[src/rtl/serial_subtractor_8bit_if.sv]
// Start/busy/done handshake and operand/result bus of the bit-serial subtractor.
interface serial_subtractor_8bit_if #(
  parameter int WIDTH = 8
);
  logic             start;
  logic [WIDTH-1:0] a;
  logic [WIDTH-1:0] b;
  logic             bin;
  logic             busy;
  logic             done;
  logic [WIDTH-1:0] diff;
  logic             bout;
  logic             overflow;

  // Requester side: issues operands and start, watches status and results.
  modport master (
    output start, a, b, bin,
    input  busy, done, diff, bout, overflow
  );

  // Subtractor side.
  modport slave (
    input  start, a, b, bin,
    output busy, done, diff, bout, overflow
  );
endinterface

[src/rtl/serial_subtractor_8bit.sv]
// Bit-serial two's-complement subtractor: diff = a - b - bin, LSB first,
// one bit per clock, with borrow-out and signed-overflow flags.
module serial_subtractor_8bit #(
  parameter int WIDTH = 8
) (
  input  logic                     clk,
  input  logic                     rst,
  serial_subtractor_8bit_if.slave  sub
);
  localparam int CW = $clog2(WIDTH);

  typedef enum logic [1:0] {IDLE, RUN, DONE} state_t;

  state_t           state_reg, state_next;
  logic [WIDTH-1:0] a_reg, b_reg, res_reg, diff_reg;
  logic [CW-1:0]    cnt_reg;
  logic             br_reg, msb_bin_reg;
  logic             busy_reg, done_reg, bout_reg, ovf_reg;

  logic             accept;
  logic             last_bit;
  logic             d_bit;
  logic             br_next;
  logic [WIDTH-1:0] res_shift;

  // Per-bit full-subtractor slice and FSM next-state decode.
  always_comb begin
    state_next = state_reg;
    accept     = 1'b0;
    d_bit      = a_reg[0] ^ b_reg[0] ^ br_reg;
    br_next    = (~a_reg[0] & b_reg[0]) | (~(a_reg[0] ^ b_reg[0]) & br_reg);
    res_shift  = {d_bit, res_reg[WIDTH-1:1]};
    last_bit   = (cnt_reg == CW'(WIDTH - 1));
    case (state_reg)
      IDLE: begin
        if (sub.start) begin
          accept     = 1'b1;
          state_next = RUN;
        end
      end
      RUN: begin
        if (last_bit) state_next = DONE;
      end
      DONE: begin
        // A start in the completion cycle chains straight into the next op.
        if (sub.start) begin
          accept     = 1'b1;
          state_next = RUN;
        end else begin
          state_next = IDLE;
        end
      end
      default: state_next = IDLE;
    endcase
  end

  // FSM state register.
  always_ff @(posedge clk) begin
    if (rst) state_reg <= IDLE;
    else     state_reg <= state_next;
  end

  // Operand shifting, result assembly and registered handshake/result outputs.
  always_ff @(posedge clk) begin
    if (rst) begin
      a_reg       <= '0;
      b_reg       <= '0;
      res_reg     <= '0;
      diff_reg    <= '0;
      cnt_reg     <= '0;
      br_reg      <= 1'b0;
      msb_bin_reg <= 1'b0;
      busy_reg    <= 1'b0;
      done_reg    <= 1'b0;
      bout_reg    <= 1'b0;
      ovf_reg     <= 1'b0;
    end else begin
      done_reg <= 1'b0;
      if (accept) begin
        a_reg       <= sub.a;
        b_reg       <= sub.b;
        br_reg      <= sub.bin;
        res_reg     <= '0;
        cnt_reg     <= '0;
        msb_bin_reg <= 1'b0;
        busy_reg    <= 1'b1;
      end else if (state_reg == RUN) begin
        a_reg   <= a_reg >> 1;
        b_reg   <= b_reg >> 1;
        br_reg  <= br_next;
        res_reg <= res_shift;
        cnt_reg <= cnt_reg + CW'(1);
        // Borrow entering the sign bit, needed for signed overflow.
        if (cnt_reg == CW'(WIDTH - 2)) msb_bin_reg <= br_next;
        if (last_bit) begin
          diff_reg <= res_shift;
          bout_reg <= br_next;
          ovf_reg  <= msb_bin_reg ^ br_next;
          done_reg <= 1'b1;
          busy_reg <= 1'b0;
        end
      end
    end
  end

  assign sub.busy     = busy_reg;
  assign sub.done     = done_reg;
  assign sub.diff     = diff_reg;
  assign sub.bout     = bout_reg;
  assign sub.overflow = ovf_reg;
endmodule
[src/flat_wrapper.sv]
// flat-port wrapper written by rule: the top's interface ports become plain ports
module serial_subtractor_8bit_flat 
#(
  parameter int WIDTH = 8
)
  (clk, rst, sub_start, sub_a, sub_b, sub_bin, sub_busy, sub_done, sub_diff, sub_bout, sub_overflow);
  serial_subtractor_8bit_if #(.WIDTH(WIDTH)) sub_i ();
  input  logic clk;
  input  logic rst;
  input wire logic [$bits(sub_i.start)-1:0] sub_start;
  input wire logic [$bits(sub_i.a)-1:0] sub_a;
  input wire logic [$bits(sub_i.b)-1:0] sub_b;
  input wire logic [$bits(sub_i.bin)-1:0] sub_bin;
  output wire logic [$bits(sub_i.busy)-1:0] sub_busy;
  output wire logic [$bits(sub_i.done)-1:0] sub_done;
  output wire logic [$bits(sub_i.diff)-1:0] sub_diff;
  output wire logic [$bits(sub_i.bout)-1:0] sub_bout;
  output wire logic [$bits(sub_i.overflow)-1:0] sub_overflow;
  assign sub_i.start = sub_start;
  assign sub_i.a = sub_a;
  assign sub_i.b = sub_b;
  assign sub_i.bin = sub_bin;
  assign sub_busy = sub_i.busy;
  assign sub_done = sub_i.done;
  assign sub_diff = sub_i.diff;
  assign sub_bout = sub_i.bout;
  assign sub_overflow = sub_i.overflow;
  serial_subtractor_8bit #(.WIDTH(WIDTH)) u_core (.clk(clk), .rst(rst), .sub(sub_i));
endmodule
[config.mk]
export PLATFORM = sky130hd
export DESIGN_NAME = serial_subtractor_8bit_flat
export DESIGN_NICKNAME = d
export VERILOG_FILES = /design/src/rtl/serial_subtractor_8bit_if.sv /design/src/rtl/serial_subtractor_8bit.sv /design/src/flat_wrapper.sv
export SDC_FILE = /design/constraint.sdc
export NUM_CORES = 1
export LEC_CHECK = 0
export BUFFER_PORTS_ARGS = -buffer_cell sky130_fd_sc_hd__buf_2
export CAP_MARGIN = 20
export CORE_MARGIN = 3
export CORE_UTILIZATION = 40
export CTS_BUF_LIST = sky130_fd_sc_hd__clkbuf_16
export DETAILED_ROUTE_END_ITERATION = 7
export PLACE_DENSITY = 0.6
export SETUP_SLACK_MARGIN = 0.1
export SLEW_MARGIN = 5
export SYNTH_ARGS = -nofsm -noshare
export SYNTH_HDL_FRONTEND = slang
export SYNTH_SLANG_ARGS = --single-unit
[constraint.sdc]
create_clock -name clk -period 1.8 [get_ports clk]
set_clock_uncertainty 0.2 [all_clocks]
set_input_delay 0.45 -clock clk [delete_from_list [all_inputs] [get_ports clk]]
set_output_delay 0.45 -clock clk [all_outputs]
set_load 0.05 [all_outputs]
# After elaboration in Yosys (flattened, before gate mapping)
# Index checks and enable logic that the tools add are counted.
# Widths: inputs -> output; s select.
# classes
n_addsub	1
multipliers	0
n_div	0
magnitude_cmp	0
n_eq_ne	6
shift	0
muxes	16
bitwise	10
n_reduce_logical	10
# ops
operator	n
$mux 8	4
$mux 1	9
$eq 3x3->1 const B	2
$pmux 2 s3	1
$reduce_and 2->1	3
$mux 2	2
$not 1->1	4
$reduce_bool 2->1	2
$reduce_or 2->1	2
$add 3x1->3 const B	1
$reduce_and 3->1	1
$reduce_or 3->1	1
$xor 1x1->1	3
$and 1x1->1	2
$eq 2x1->1 const B	1
$eq 2x2->1 const B	1
$logic_not 2->1	1
$ne 2x1->1 const B	1
$ne 2x2->1 const B	1
$or 1x1->1	1
# word_totals
ff_bits	43
latchBits	0
ramBits	0
romBits	0
in_bits	20
output_inout_bits	12
elab_cells	55
memories	0

# Logic depth before layout (Yosys ltp)
# Gate-level depths: netlist of the first run.
# logic_depth
word_depth	6
mapped_depth	6
depth_no_buf	5

# Least setup slack after synthesis of the first run
# No wires, ideal clock.
# synth_path
path_type	reg-to-reg
from	register u_core.cnt_reg[0]
to	register u_core.bout_reg, in the netlist u_core.sub.bout
setup_time_ns	0.086
t_arrival_ns	1.259
required_ns	1.514
slack_ns	0.256
stages_incl_launch_ff	6
period_less_slack_ns	1.544
cell_sequence	dfxtp_1 > ha_1 > ha_1 > and3b_2 > buf_2 > a211oi_1
# synth_between
elab_chain_len	2
# synth_lines
item	line_no	source
start, declared	serial_subtractor_8bit.sv:16	logic [CW-1:0] cnt_reg;
start signal, assigned	serial_subtractor_8bit.sv:92	cnt_reg <= cnt_reg + CW'(1);
$eq 3x3->1	serial_subtractor_8bit.sv:33	last_bit = (cnt_reg == CW'(WIDTH - 1));
via u_core.last_bit	serial_subtractor_8bit.sv:21	logic last_bit;
$reduce_and 3->1 (no source line)	n/a	
end signal, assigned	serial_subtractor_8bit.sv:97	bout_reg <= br_next;
end, declared	serial_subtractor_8bit.sv:18	logic busy_reg, done_reg, bout_reg, ovf_reg;
# The timed path passes the listed nets, and every way through them passes these cells.
# A chain may end at the register's enable or synchronous reset.

# Worst setup path in the final report of the first run
# layout_path
from	register u_core.cnt_reg[0]
to	register u_core.diff_reg[7], in the netlist u_core.sub.diff[7]
# layout_between
elab_chain_len	2
# layout_lines
item	line_no	source
$eq 3x3->1	serial_subtractor_8bit.sv:33	
via u_core.last_bit	serial_subtractor_8bit.sv:21	
$reduce_and 3->1 (no source line)	n/a	
end signal, assigned	serial_subtractor_8bit.sv:96	diff_reg <= res_shift;
end, declared	serial_subtractor_8bit.sv:15	logic [WIDTH-1:0] a_reg, b_reg, res_reg, diff_reg;
# The timed path passes the listed nets, and every way through them passes these cells.

==> results of run 1 <==
final timing paths:
check                                        start            endpoint  slack [ps]
worst max register to register   u_core.cnt_reg[0]  u_core.sub.diff[7]         200
worst min-delay path                       sub_bin       u_core.br_reg         250
worst max-delay path             u_core.cnt_reg[0]  u_core.sub.diff[7]         200
worst min register to register  u_core.sub.diff[1]  u_core.sub.diff[1]         250
final cells by class:
cell class | instances | area [µm²] | area share, %
multi-input cells | 140 | 781 | 37.5
clock inverters | 3 | 12.5 | 0.601
repair buffers | 40 | 248 | 11.9
flip-flops and latches | 42 | 841 | 40.4
clock buffers | 5 | 125 | 6.01
inverters | 3 | 11.3 | 0.541
well taps | 50 | 62.6 | 3.01
cells by family after synthesis:
family                     synth area share, %
adders and majority gates                 3.32
and+or+nand+nor                           22.8
buffers and inverters                     6.56
xor gates and xnor gates                  1.01
AOI/OAI and AO/OA                         16.7
muxes                                     1.15
DFF                                       48.5
layout by cell type, fill, tap and decap left out, types with 2 or more instances in the layout:
cell type                   instances
sky130_fd_sc_hd__nand2_1           60
sky130_fd_sc_hd__dfxtp_1           42
sky130_fd_sc_hd__buf_2             31
sky130_fd_sc_hd__a21oi_1           20
sky130_fd_sc_hd__nor2_1            20
sky130_fd_sc_hd__a311oi_1           8
sky130_fd_sc_hd__buf_4              7
sky130_fd_sc_hd__a311oi_2           5
sky130_fd_sc_hd__clkbuf_16          5
sky130_fd_sc_hd__inv_1              4
sky130_fd_sc_hd__nor3_1             3
sky130_fd_sc_hd__ha_1               3
sky130_fd_sc_hd__mux2i_1            2
sky130_fd_sc_hd__nand2b_1           2
sky130_fd_sc_hd__nand3_1            2
sky130_fd_sc_hd__a211oi_1           2
sky130_fd_sc_hd__xnor2_1            2
sky130_fd_sc_hd__buf_12             2
metrics by stage:
stage	instance area [µm²]	hold WS (ps)	power (mW)	setup WS, ps
3_5_place_dp	1910	247	1.23	133
3_3_place_gp	1910	243	1.24	182
6_report	2080	245	2.04	203
5_1_grt	2080	263	2.14	116
4_1_cts	2050	246	2.07	119
2_1_floorplan	1740	232	1.18	256
worst max-delay path, delay by kind of cell (launching register included):
family                   cells  cell delay (ps)
AND/OR/NAND/NOR              2              340
AO/OA/AOI/OAI                1               60
buffers and inverters        1              150
flip-flops                   1              330
adder cells (fa/ha/maj)      2              400
routing by layer:
| metal | part of all wire, % | vias to the layer above | global-route usage [%] |
|---|---|---|---|
| li1 | - | 733 | - |
| met1 | 49 | 633 | 21.2 |
| met2 | 44 | 29 | 20.7 |
| met3 | 5.4 | 5 | 4.91 |
| met5 | 0 | - | 0 |
| met4 | 1.1 | 0 | 4.38 |
report_power, final:
part | leakage (nW) | switching (mW) | internal, mW
logic | 0.404 | 0.125 | 0.0933
clock network | 0.0724 | 0.332 | 0.500
registers | 0.343 | 0.0226 | 0.971
total | 0.819 | 0.479 | 1.56
==> tab_implementation.tex, run 1 <==
\begin{tabular}{lr}
\hline
Metric & Value \\
\hline
\multicolumn{2}{l}{\textbf{Cells and area}} \\
\quad Number of standard cells in the layout, taps in and fillers out & 283 \\
\quad Ant diodes & 0 \\
\quad Layout area overhead & 19.9\% \\
\quad Filler cells & 418 \\
\quad Final Util & between 50\% and 60\% \\
\quad Number of nets in the final layout & 256 \\
\quad Fraction of layout cells with a size suffix above 1 & 23.2\% \\
\multicolumn{2}{l}{\textbf{Outcome}} \\
\quad Result of the run & completed \\
\multicolumn{2}{l}{\textbf{Global route}} \\
\quad Pin count of the biggest net entering global routing & 32 \\
\quad Total routing resource utilization after global routing & 14.7\% \\
\quad Initial antenna violation count & 0 \\
\quad Congestion Overflow GR & 0 \\
\quad Wire length of the first global-routing pass & 5.99 mm \\
\quad Via count of the first global-routing pass & around 1300 \\
\multicolumn{2}{l}{\textbf{Synthesis}} \\
\quad Number of enable-type register cells in the synthesized netlist & 0 \\
\quad Top cells by area, synth & sky130\_fd\_sc\_hd\_\_dfxtp\_1 (48\%), sky130\_fd\_sc\_hd\_\_nand2\_1 (13\%), sky130\_fd\_sc\_hd\_\_a21oi\_1 (5.8\%), sky130\_fd\_sc\_hd\_\_a311oi\_2 (4.3\%), sky130\_fd\_sc\_hd\_\_nor2\_1 (4.3\%) \\
\quad Asr flop ratio synth & 0\% \\
\quad Warnings from Yosys & 0 \\
\quad Most common cell in the synthesized netlist & sky130\_fd\_sc\_hd\_\_nand2\_1 \\
\quad Net Count, Synth & between 200 and 250 \\
\quad Most area-hungry cell type in the Yosys netlist & sky130\_fd\_sc\_hd\_\_dfxtp\_1 \\
\quad Post-Syn Area per Cell & 8.68 µm² \\
\quad Synth Register Bits & 42 \\
\quad Post-synth top flop & sky130\_fd\_sc\_hd\_\_dfxtp\_1 \\
\quad Share of synthesized area occupied by flip-flops and latches & 48.4\% \\
\quad Post-Syn Instances & 200 \\
\quad Portion of synthesized cell area occupied by the leading cell type & 48.4\% \\
\quad Number of distinct library cells after synthesis & 30 \\
\quad Commonest cells in the netlist & sky130\_fd\_sc\_hd\_\_nand2\_1 (60), sky130\_fd\_sc\_hd\_\_dfxtp\_1 (42), sky130\_fd\_sc\_hd\_\_a21oi\_1 (20), sky130\_fd\_sc\_hd\_\_nor2\_1 (20), sky130\_fd\_sc\_hd\_\_a311oi\_1 (8) \\
\quad Post-synthesis instance area & 0.00174 mm² \\
\multicolumn{2}{l}{\textbf{Hold path}} \\
\quad Min-Delay Path Class & input port to flip-flop \\
\quad Worst hold path stage count & 3 \\
\multicolumn{2}{l}{\textbf{STA}} \\
\quad Headroom to the max-slew limit & 70.0\% \\
\quad Max-slew violations & 0 \\
\quad Final-report hold violation count & 0 \\
\quad Share of the clock period used by the worst path after layout & 88.7\% \\
\quad Count of endpoints failing setup in the final report & 0 \\
\quad Unrepaired setup endpoints after global routing & no \\
\quad Timing-limited maximum frequency & between 600 and 700 MHz \\
\quad Final critical delay including setup and external delays & 1600 ps \\
\quad Transition time at the pin with the least slew margin & 450 ps \\
\quad Final-layout setup total negative slack & 0 ps \\
\multicolumn{2}{l}{\textbf{Worst setup path}} \\
\quad Startpoint types & flip-flop \\
\quad Category of the most critical setup path & flip-flop to flip-flop \\
\quad Maximum fanout count along the critical path & 5 \\
\quad Number of cells on the worst reg-to-reg path & 6 \\
\quad Endpoint class of the critical path & flip-flop \\
\quad Required time of the worst setup path & 1750 ps \\
\quad Data arrival time of the worst path & approximately 1600 ps \\
\quad CP max stage delay & 330 ps \\
\quad Critical Path Most Common Cell & sky130\_fd\_sc\_hd\_\_ha\_1 \\
\quad Critical-path top delay cell & sky130\_fd\_sc\_hd\_\_dfxtp\_1 \\
\quad Sequence of cells on the critical path & ha\_1 -> ha\_1 -> and3b\_2 -> buf\_4 -> nand2\_1 -> a21oi\_1 \\
\multicolumn{2}{l}{\textbf{Clock network}} \\
\quad Htree depth & 2 \\
\quad Post-CTS setup buffer count & 0 \\
\quad Count of hold-fix buffers inserted at cts & 0 \\
\quad Clock input transition at the sequential cells of the worst setup and hold paths & about 60 ps \\
\quad CTS sink count & 42 \\
\quad CTS Root Buffer Type & sky130\_fd\_sc\_hd\_\_clkbuf\_16 \\
\quad Number of buffers created by CTS & 5 \\
\quad Deepest clock path buffer count & 2 \\
\quad TritonCTS clock tree & done \\
\quad Worst-Skew Late Latency & about 280 ps \\
\quad Resized Gates After CTS & 0 \\
\multicolumn{2}{l}{\textbf{Floorplan}} \\
\quad DIE AREA & 0.00516 mm² \\
\quad Row count & 23 \\
\quad Width of the die & 71.9 µm \\
\quad Starting density of the core & 42.5\% \\
\quad Count of boundary I/O pins & 32 \\
\quad Y dimension of the die & 71.9 µm \\
\quad Std-Cell Core Area & 0.00409 mm² \\
\multicolumn{2}{l}{\textbf{Power}} \\
\quad Static leakage & 0.819 nW \\
\quad Maximum ir drop on the vdd rail & 0.493 mV \\
\quad Power per unit of standard cell area & between 900 and 1000 mW/mm² \\
\multicolumn{2}{l}{\textbf{Route}} \\
\quad Router iterations before antenna repair & 4 \\
\quad Starting DRC count in detailed routing & 76 \\
\quad Number of vias in the routed layout & 1400 \\
\quad Residual antenna-violating net count after detailed routing & 0 \\
\quad Wire per inst & 12.4 µm \\
\quad DRC & 0 \\
\quad DRT Wirelength & 3.51 mm \\
\quad Via-per-instance ratio & 4.95 \\
\multicolumn{2}{l}{\textbf{Place}} \\
\quad Number of instances in the placed design & 272 \\
\quad Detailed placement HPWL & between 2 and 2.5 mm \\
\quad Last weighted congestion value of the routability-driven placer & around 0.75 \\
\quad Count of buffers inserted at the top-level ports & 31 \\
\multicolumn{2}{l}{\textbf{Job}} \\
\quad Max\_cap viols & 0 \\
\hline
\end{tabular}
No activity file was read; power rests on OpenSTA's default activity.
==> run 2: changes to the inputs <==
Settings changed: CORE_ASPECT_RATIO set to 2.
==> run 2 against run 1 <==
Effect of this change: sequential power hardly changed; fmax increased by 2.3%; first-iteration DRC count is 61% lower; non-clock buffer count fell by 1; sequential share of layout area about the same; utilization is 0.59 points lower; via count up 3.5%; final cell count up 0.35%; power rose by 7.6%; register-to-register slack improved by 40 ps; final area shrank 0.12%.
==> tab_implementation.tex, run 2 (synthesis results as in run 1) <==
\begin{tabular}{lr}
\hline
Metric & Value \\
\hline
\multicolumn{2}{l}{\textbf{Worst setup path}} \\
\quad Data arrival time of the worst path & 1560 ps (about the same) \\
\quad Startpoint types & flip-flop \\
\quad Endpoint class of the critical path & flip-flop \\
\quad Maximum fanout count along the critical path & 11 (+6) \\
\quad Required time of the worst setup path & 1800 ps (+50 ps) \\
\quad Category of the most critical setup path & flip-flop to flip-flop \\
\multicolumn{2}{l}{\textbf{Floorplan}} \\
\quad Width of the die & 52.6 µm (-27\%) \\
\quad Y dimension of the die & 99.2 µm (+38\%) \\
\quad DIE AREA & 0.00521 mm² (+0.93\%) \\
\quad Std-Cell Core Area & 0.00413 mm² (+1.0\%) \\
\quad Count of boundary I/O pins & 32 (unchanged) \\
\quad Starting density of the core & 42.0\% (-0.44 points) \\
\quad Row count & 33 (+43\%) \\
\multicolumn{2}{l}{\textbf{Power}} \\
\quad Clock power share & 45.1\% (+4.4 points) \\
\quad Proportion of power drawn by flip-flops and latches & 45.3\% (-3.3 points) \\
\quad Static leakage & 0.819 nW (about the same) \\
\quad Power share of the combinational group & 9.7\% (-1.0 points) \\
\quad Cell Int Power & 1.71 mW (+9.2\%) \\
\quad Maximum ir drop on the vdd rail & 0.877 mV (+78\%) \\
\quad Net Switching & 0.489 mW (+2.1\%) \\
\quad Switching share of total power & 22.2\% (-1.2 points) \\
\quad Power per unit of standard cell area & 1060 mW/mm² (+7.7\%) \\
\multicolumn{2}{l}{\textbf{Route}} \\
\quad Number of vias in the routed layout & 1449 (+3.5\%) \\
\quad DRT Wirelength & 3.59 mm (+2.1\%) \\
\quad Residual antenna-violating net count after detailed routing & 0 (unchanged) \\
\quad DRC & 0 (unchanged) \\
\quad Router iterations before antenna repair & 4 (unchanged) \\
\quad Wire per inst & 12.6 µm (+1.7\%) \\
\quad Via-per-instance ratio & 5.10 (+3.1\%) \\
\quad Starting DRC count in detailed routing & 30 (-61\%) \\
\multicolumn{2}{l}{\textbf{Cells and area}} \\
\quad Commonest cells after routing, fill and taps aside & sky130\_fd\_sc\_hd\_\_nand2\_1 (60), sky130\_fd\_sc\_hd\_\_dfxtp\_1 (42), sky130\_fd\_sc\_hd\_\_buf\_2 (31), sky130\_fd\_sc\_hd\_\_a21oi\_1 (20), sky130\_fd\_sc\_hd\_\_nor2\_1 (20) \\
\quad Filler cells & 428 (+2.4\%) \\
\quad Number of nets in the final layout & 255 (-0.39\%) \\
\quad Ant diodes & 0 (unchanged) \\
\quad Layout area overhead & 19.8\% \\
\quad Final Util & 50.3\% (-0.59 points) \\
\quad Most common cell after layout, fill and taps aside & sky130\_fd\_sc\_hd\_\_nand2\_1 \\
\quad Fraction of layout cells with a size suffix above 1 & 23.7\% (+0.53 points) \\
\multicolumn{2}{l}{\textbf{Clock network}} \\
\quad Count of hold-fix buffers inserted at cts & 0 (unchanged) \\
\quad Htree depth & 2 (unchanged) \\
\quad Resized Gates After CTS & 0 (unchanged) \\
\quad Worst-Skew Late Latency & 280 ps (about the same) \\
\quad CTS sink count & 42 (unchanged) \\
\quad TritonCTS clock tree & done \\
\quad Clock input transition at the sequential cells of the worst setup and hold paths & 60 ps (about the same) \\
\quad CTS Root Buffer Type & sky130\_fd\_sc\_hd\_\_clkbuf\_16 \\
\quad Post-CTS setup buffer count & 0 (unchanged) \\
\quad Number of buffers created by CTS & 5 (unchanged) \\
\quad Deepest clock path buffer count & 2 (unchanged) \\
\multicolumn{2}{l}{\textbf{STA}} \\
\quad Transition time at the pin with the least slew margin & 401 ps (-48.3 ps) \\
\quad Final critical delay including setup and external delays & 1560 ps (-36.5 ps) \\
\quad Final-report hold violation count & 0 (unchanged) \\
\quad Unrepaired setup endpoints after global routing & no \\
\quad Max-slew violations & 0 (unchanged) \\
\quad Count of endpoints failing setup in the final report & 0 (unchanged) \\
\quad Share of the clock period used by the worst path after layout & 86.7\% (-2.0 points) \\
\quad Headroom to the max-slew limit & 73.3\% (+3.2 points) \\
\quad Timing-limited maximum frequency & 641 MHz (+2.3\%) \\
\quad Final-layout setup total negative slack & 0 ps (unchanged) \\
\multicolumn{2}{l}{\textbf{Global route}} \\
\quad Initial antenna violation count & 0 (unchanged) \\
\quad Congestion Overflow GR & 0 (unchanged) \\
\quad Via count of the first global-routing pass & 1432 (+13\%) \\
\quad Wire length of the first global-routing pass & 6.30 mm (+5.2\%) \\
\quad Pin count of the biggest net entering global routing & 32 (unchanged) \\
\quad Total routing resource utilization after global routing & 15.9\% (+1.2 points) \\
\multicolumn{2}{l}{\textbf{Place}} \\
\quad Count of buffers inserted at the top-level ports & 31 (unchanged) \\
\quad Last weighted congestion value of the routability-driven placer & 0.717 (-4.4\%) \\
\quad Detailed placement HPWL & 2.60 mm (+7.3\%) \\
\multicolumn{2}{l}{\textbf{Hold path}} \\
\quad Min-Delay Path Class & flip-flop to flip-flop \\
\multicolumn{2}{l}{\textbf{Job}} \\
\quad Max\_cap viols & 0 (unchanged) \\
\multicolumn{2}{l}{\textbf{Outcome}} \\
\quad Result of the run & completed \\
\hline
\end{tabular}
-- run 2: changes by cell type in the layout (fill, tap and decap cells not counted) --
| cell | change |
|---|---|
| sky130_fd_sc_hd__buf_12 | -2 |
| sky130_fd_sc_hd__buf_4 | +1 |
| sky130_fd_sc_hd__bufinv_16 | +1 |
| sky130_fd_sc_hd__clkinv_1 | -1 |
| sky130_fd_sc_hd__clkinv_2 | +1 |
| sky130_fd_sc_hd__inv_1 | -1 |
-- run 2: stage by stage --
| stage | area (µm²) | cells | setup WS (ps) | power, mW | hold slack (ps) |
|---|---|---|---|---|---|
| floorplan | 1740 | 200 | 256 | 1.18 | 232 |
| global placement | 1910 | 276 | 245 | 1.23 | 240 |
| detailed placement | 1910 | 276 | 221 | 1.23 | 243 |
| CTS | 2080 | 284 | 227 | 2.22 | 253 |
| global route | 2080 | 284 | 138 | 2.29 | 273 |
| finish | 2080 | 284 | 240 | 2.20 | 251 |
-- run 2: area by class of cell --
cell class / instances / area [µm²] / share of cell area [%]
Clock inverter: 3 / 40.0 / 1.93
Multi-Input combinational cell: 140 / 781 / 37.6
Timing Repair Buffer: 39 / 215 / 10.4
Sequential cell: 42 / 841 / 40.5
Tap cell: 52 / 65.1 / 3.13
Clock buffer: 5 / 125 / 6.02
Inverter: 3 / 11.3 / 0.542
-- run 2: worst paths after layout --
| path | startpoint | end | slack, ps | cells past startpoint |
|---|---|---|---|---|
| worst max-delay path | u_core.cnt_reg[0] | u_core.sub.bout | 240 | 5 |
| worst min-delay path | u_core.sub.diff[4] | u_core.sub.diff[4] | 250 | 2 |
| worst max register to register | u_core.cnt_reg[0] | u_core.sub.bout | 240 | 5 |
| worst min register to register | u_core.sub.diff[4] | u_core.sub.diff[4] | 250 | 2 |
-- run 2: power groups by stage --
| stage | sequential, mW | combinational (mW) | clock [mW] |
|---|---|---|---|
| global route | 1.00 | 0.240 | 1.05 |
| finish | 0.995 | 0.213 | 0.991 |
| detailed placement | 1.01 | 0.217 | 0 |
| global placement | 1.01 | 0.216 | 0 |
| floorplan | 1.02 | 0.163 | 0 |
| CTS | 0.995 | 0.217 | 1.01 |
-- run 2: worst max-delay path: stages (launching register included) --
cell	delay (ps)
sky130_fd_sc_hd__dfxtp_1	360
sky130_fd_sc_hd__ha_1	160
sky130_fd_sc_hd__ha_1	190
sky130_fd_sc_hd__and3b_2	320
sky130_fd_sc_hd__nor2_1	60
sky130_fd_sc_hd__a211oi_1	190
-- run 2: per-layer routing --
metal / up-vias / share of wire [%] / GRT usage [%]
met5: - / 0 / 0
met4: 0 / 2.3 / 7.68
met3: 6 / 2.6 / 2.85
met2: 27 / 57 / 29.1
met1: 684 / 38 / 16.5
li1: 732 / - / -
==> run 3: changes to the inputs <==
Settings changed: BUFFER_PORTS_ARGS -buffer_cell sky130_fd_sc_hd__buf_2 to unset, DONT_BUFFER_PORTS set to 1, PLACE_DENSITY 0.6 to 0.53, SKIP_LAST_GASP set to 1.
==> run 3 against run 2 <==
Effect of this change: global-route usage down 0.56 points; power shrank 8.8%; final cell count shrank 12%; combinational power down 17%; utilization is 4.5 points lower; sequential power barely moved; non-clock buffer count is 33 lower; first-iteration DRC count shrank 3.3%; critical path type is now flip-flop to output pin; largest cell class unchanged; largest power group unchanged.
==> tab_implementation.tex, run 3 (synthesis results as in run 1) <==
\begin{tabular}{lr}
\hline
Metric & Value \\
\hline
\multicolumn{2}{l}{\textbf{Outcome}} \\
\quad Result of the run & completed \\
\multicolumn{2}{l}{\textbf{Floorplan}} \\
\quad Std-Cell Core Area & 0.00413 mm² (unchanged) \\
\quad Width of the die & 52.6 µm (unchanged) \\
\quad Y dimension of the die & 99.2 µm (unchanged) \\
\quad DIE AREA & 0.00521 mm² (unchanged) \\
\quad Starting density of the core & 42.0\% (unchanged) \\
\quad Row count & 33 (unchanged) \\
\quad Count of boundary I/O pins & 32 (unchanged) \\
\multicolumn{2}{l}{\textbf{Global route}} \\
\quad Congestion Overflow GR & 0 (unchanged) \\
\quad Pin count of the biggest net entering global routing & 33 (+3.1\%) \\
\quad Initial antenna violation count & 0 (unchanged) \\
\quad Total routing resource utilization after global routing & 15.4\% (-0.56 points) \\
\quad Wire length of the first global-routing pass & 6.09 mm (-3.3\%) \\
\quad Via count of the first global-routing pass & 1296 (-9.5\%) \\
\multicolumn{2}{l}{\textbf{STA}} \\
\quad Max-slew violations & 0 (unchanged) \\
\quad Final critical delay including setup and external delays & 1570 ps (+13.0 ps) \\
\quad Unrepaired setup endpoints after global routing & no \\
\quad Headroom to the max-slew limit & 65.0\% (-8.2 points) \\
\quad Count of endpoints failing setup in the final report & 0 (unchanged) \\
\quad Transition time at the pin with the least slew margin & 524 ps (+123 ps) \\
\quad Timing-limited maximum frequency & 636 MHz (-0.83\%) \\
\quad Share of the clock period used by the worst path after layout & 87.4\% (+0.72 points) \\
\quad Final-report hold violation count & 0 (unchanged) \\
\quad Final-layout setup total negative slack & 0 ps (unchanged) \\
\multicolumn{2}{l}{\textbf{Route}} \\
\quad Number of vias in the routed layout & 1330 (-8.2\%) \\
\quad DRC & 0 (unchanged) \\
\quad Router iterations before antenna repair & 4 (unchanged) \\
\quad Via-per-instance ratio & 5.30 (+3.9\%) \\
\quad DRT Wirelength & 3.60 mm (+0.50\%) \\
\quad Wire per inst & 14.4 µm (+14\%) \\
\quad Starting DRC count in detailed routing & 29 (-3.3\%) \\
\quad Residual antenna-violating net count after detailed routing & 0 (unchanged) \\
\multicolumn{2}{l}{\textbf{Hold path}} \\
\quad Min-Delay Path Class & input port to flip-flop \\
\quad Worst Hold End & u\_core.a\_reg[1] \\
\quad Worst hold path stage count & 1 (-1) \\
\quad Startpoint of the worst hold path & rst \\
\multicolumn{2}{l}{\textbf{Clock network}} \\
\quad Clock input transition at the sequential cells of the worst setup and hold paths & 50 ps (about the same) \\
\quad Count of hold-fix buffers inserted at cts & 0 (unchanged) \\
\quad Htree depth & 2 (unchanged) \\
\quad CTS sink count & 42 (unchanged) \\
\quad Worst-Skew Late Latency & 280 ps (about the same) \\
\quad Number of buffers created by CTS & 5 (unchanged) \\
\quad CTS Root Buffer Type & sky130\_fd\_sc\_hd\_\_clkbuf\_16 \\
\quad Deepest clock path buffer count & 2 (unchanged) \\
\quad TritonCTS clock tree & done \\
\quad Resized Gates After CTS & 0 (unchanged) \\
\quad Post-CTS setup buffer count & 0 (unchanged) \\
\multicolumn{2}{l}{\textbf{Worst setup path}} \\
\quad Capture point of the worst reg-to-reg path & u\_core.sub.bout \\
\quad Reg2Reg Launch Point & u\_core.cnt\_reg[0] \\
\quad Number of cells on the worst reg-to-reg path & 5 (unchanged) \\
\quad Required time of the worst setup path & 1150 ps (-650 ps) \\
\quad Endpoint class of the critical path & output pin \\
\quad FF-to-FF setup slack & 230 ps (about the same) \\
\quad Data arrival time of the worst path & 920 ps (-640 ps) \\
\quad Category of the most critical setup path & flip-flop to output pin \\
\quad Startpoint types & flip-flop \\
\quad Maximum fanout count along the critical path & 2 (-9) \\
\multicolumn{2}{l}{\textbf{Job}} \\
\quad Max\_cap viols & 0 (unchanged) \\
\multicolumn{2}{l}{\textbf{Power}} \\
\quad Power per unit of standard cell area & 1060 mW/mm² (+0.24\%) \\
\quad Static leakage & 0.656 nW (-20\%) \\
\quad Overall power & 2.01 mW (-8.8\%) \\
\quad Maximum ir drop on the vdd rail & 0.718 mV (-18\%) \\
\multicolumn{2}{l}{\textbf{Place}} \\
\quad Count of buffers inserted at the top-level ports & 0 (-100\%) \\
\quad Detailed placement HPWL & 2.53 mm (-2.7\%) \\
\quad Last weighted congestion value of the routability-driven placer & 0.804 (+12\%) \\
\multicolumn{2}{l}{\textbf{Cells and area}} \\
\quad Most common cell after layout, fill and taps aside & sky130\_fd\_sc\_hd\_\_nand2\_1 \\
\quad Ant diodes & 0 (unchanged) \\
\quad Number of nets in the final layout & 222 (-13\%) \\
\quad Filler cells & 429 (+0.23\%) \\
\quad Layout area overhead & 9.01\% \\
\quad Commonest cells after routing, fill and taps aside & sky130\_fd\_sc\_hd\_\_nand2\_1 (60), sky130\_fd\_sc\_hd\_\_dfxtp\_1 (42), sky130\_fd\_sc\_hd\_\_a21oi\_1 (20), sky130\_fd\_sc\_hd\_\_nor2\_1 (20), sky130\_fd\_sc\_hd\_\_a311oi\_1 (8) \\
\quad Fraction of layout cells with a size suffix above 1 & 9.55\% (-14 points) \\
\hline
\end{tabular}
==> run 3: final cells by class <==
type	count	area, µm²	area share, %
clock buffer	5	125	6.61
inverter	3	11.3	0.595
timing repair buffer	6	57.6	3.04
tap	52	65.1	3.44
clock inverter	3	11.3	0.595
sequential	42	841	44.4
multi-input combinational	140	781	41.3
==> run 3: layer usage <==
layer  global-route usage, %  share of wire (%)  vias to the layer above
li1                        -                  -                      663
met1                    17.0                 38                      616
met2                    26.3                 54                       43
met3                    3.60                5.3                        8
met4                    7.68                2.9                        0
met5                       0                  0                        -
==> run 3: how the worst max path moves through the flow <==
stage                       from               to  slack (ps)  depth (start not counted)
2_1_floorplan  u_core.cnt_reg[0]  u_core.sub.bout         260                          5
3_3_place_gp   u_core.cnt_reg[0]  u_core.sub.bout         290                          5
3_5_place_dp   u_core.cnt_reg[0]  u_core.sub.bout         250                          5
4_1_cts          u_core.sub.bout         sub_bout         210                          0
5_1_grt        u_core.cnt_reg[0]  u_core.sub.bout         140                          5
6_report         u_core.sub.bout         sub_bout         230                          0
==> run 3: power breakdown <==
| part | switching [mW] | internal (mW) | leakage [nW] |
|---|---|---|---|
| Combinational | 0.101 | 0.0767 | 0.247 |
| Sequential | 0.0315 | 0.971 | 0.343 |
| Clock | 0.328 | 0.498 | 0.0663 |
==> run 3: metrics by stage <==
| stage | utilization, % | instances | hold WS, ps | setup slack, ps | area, µm² |
|---|---|---|---|---|---|
| after floorplan | - | 200 | 232 | 256 | 1740 |
| after global placement | 42.5 | 243 | 241 | 294 | 1760 |
| after detailed placement | 42.5 | 243 | 247 | 254 | 1760 |
| after CTS | 45.8 | 251 | 29.0 | 213 | 1890 |
| after global routing | 45.8 | 251 | 26.5 | 137 | 1890 |
| final | 45.8 | 251 | 40.1 | 227 | 1890 |
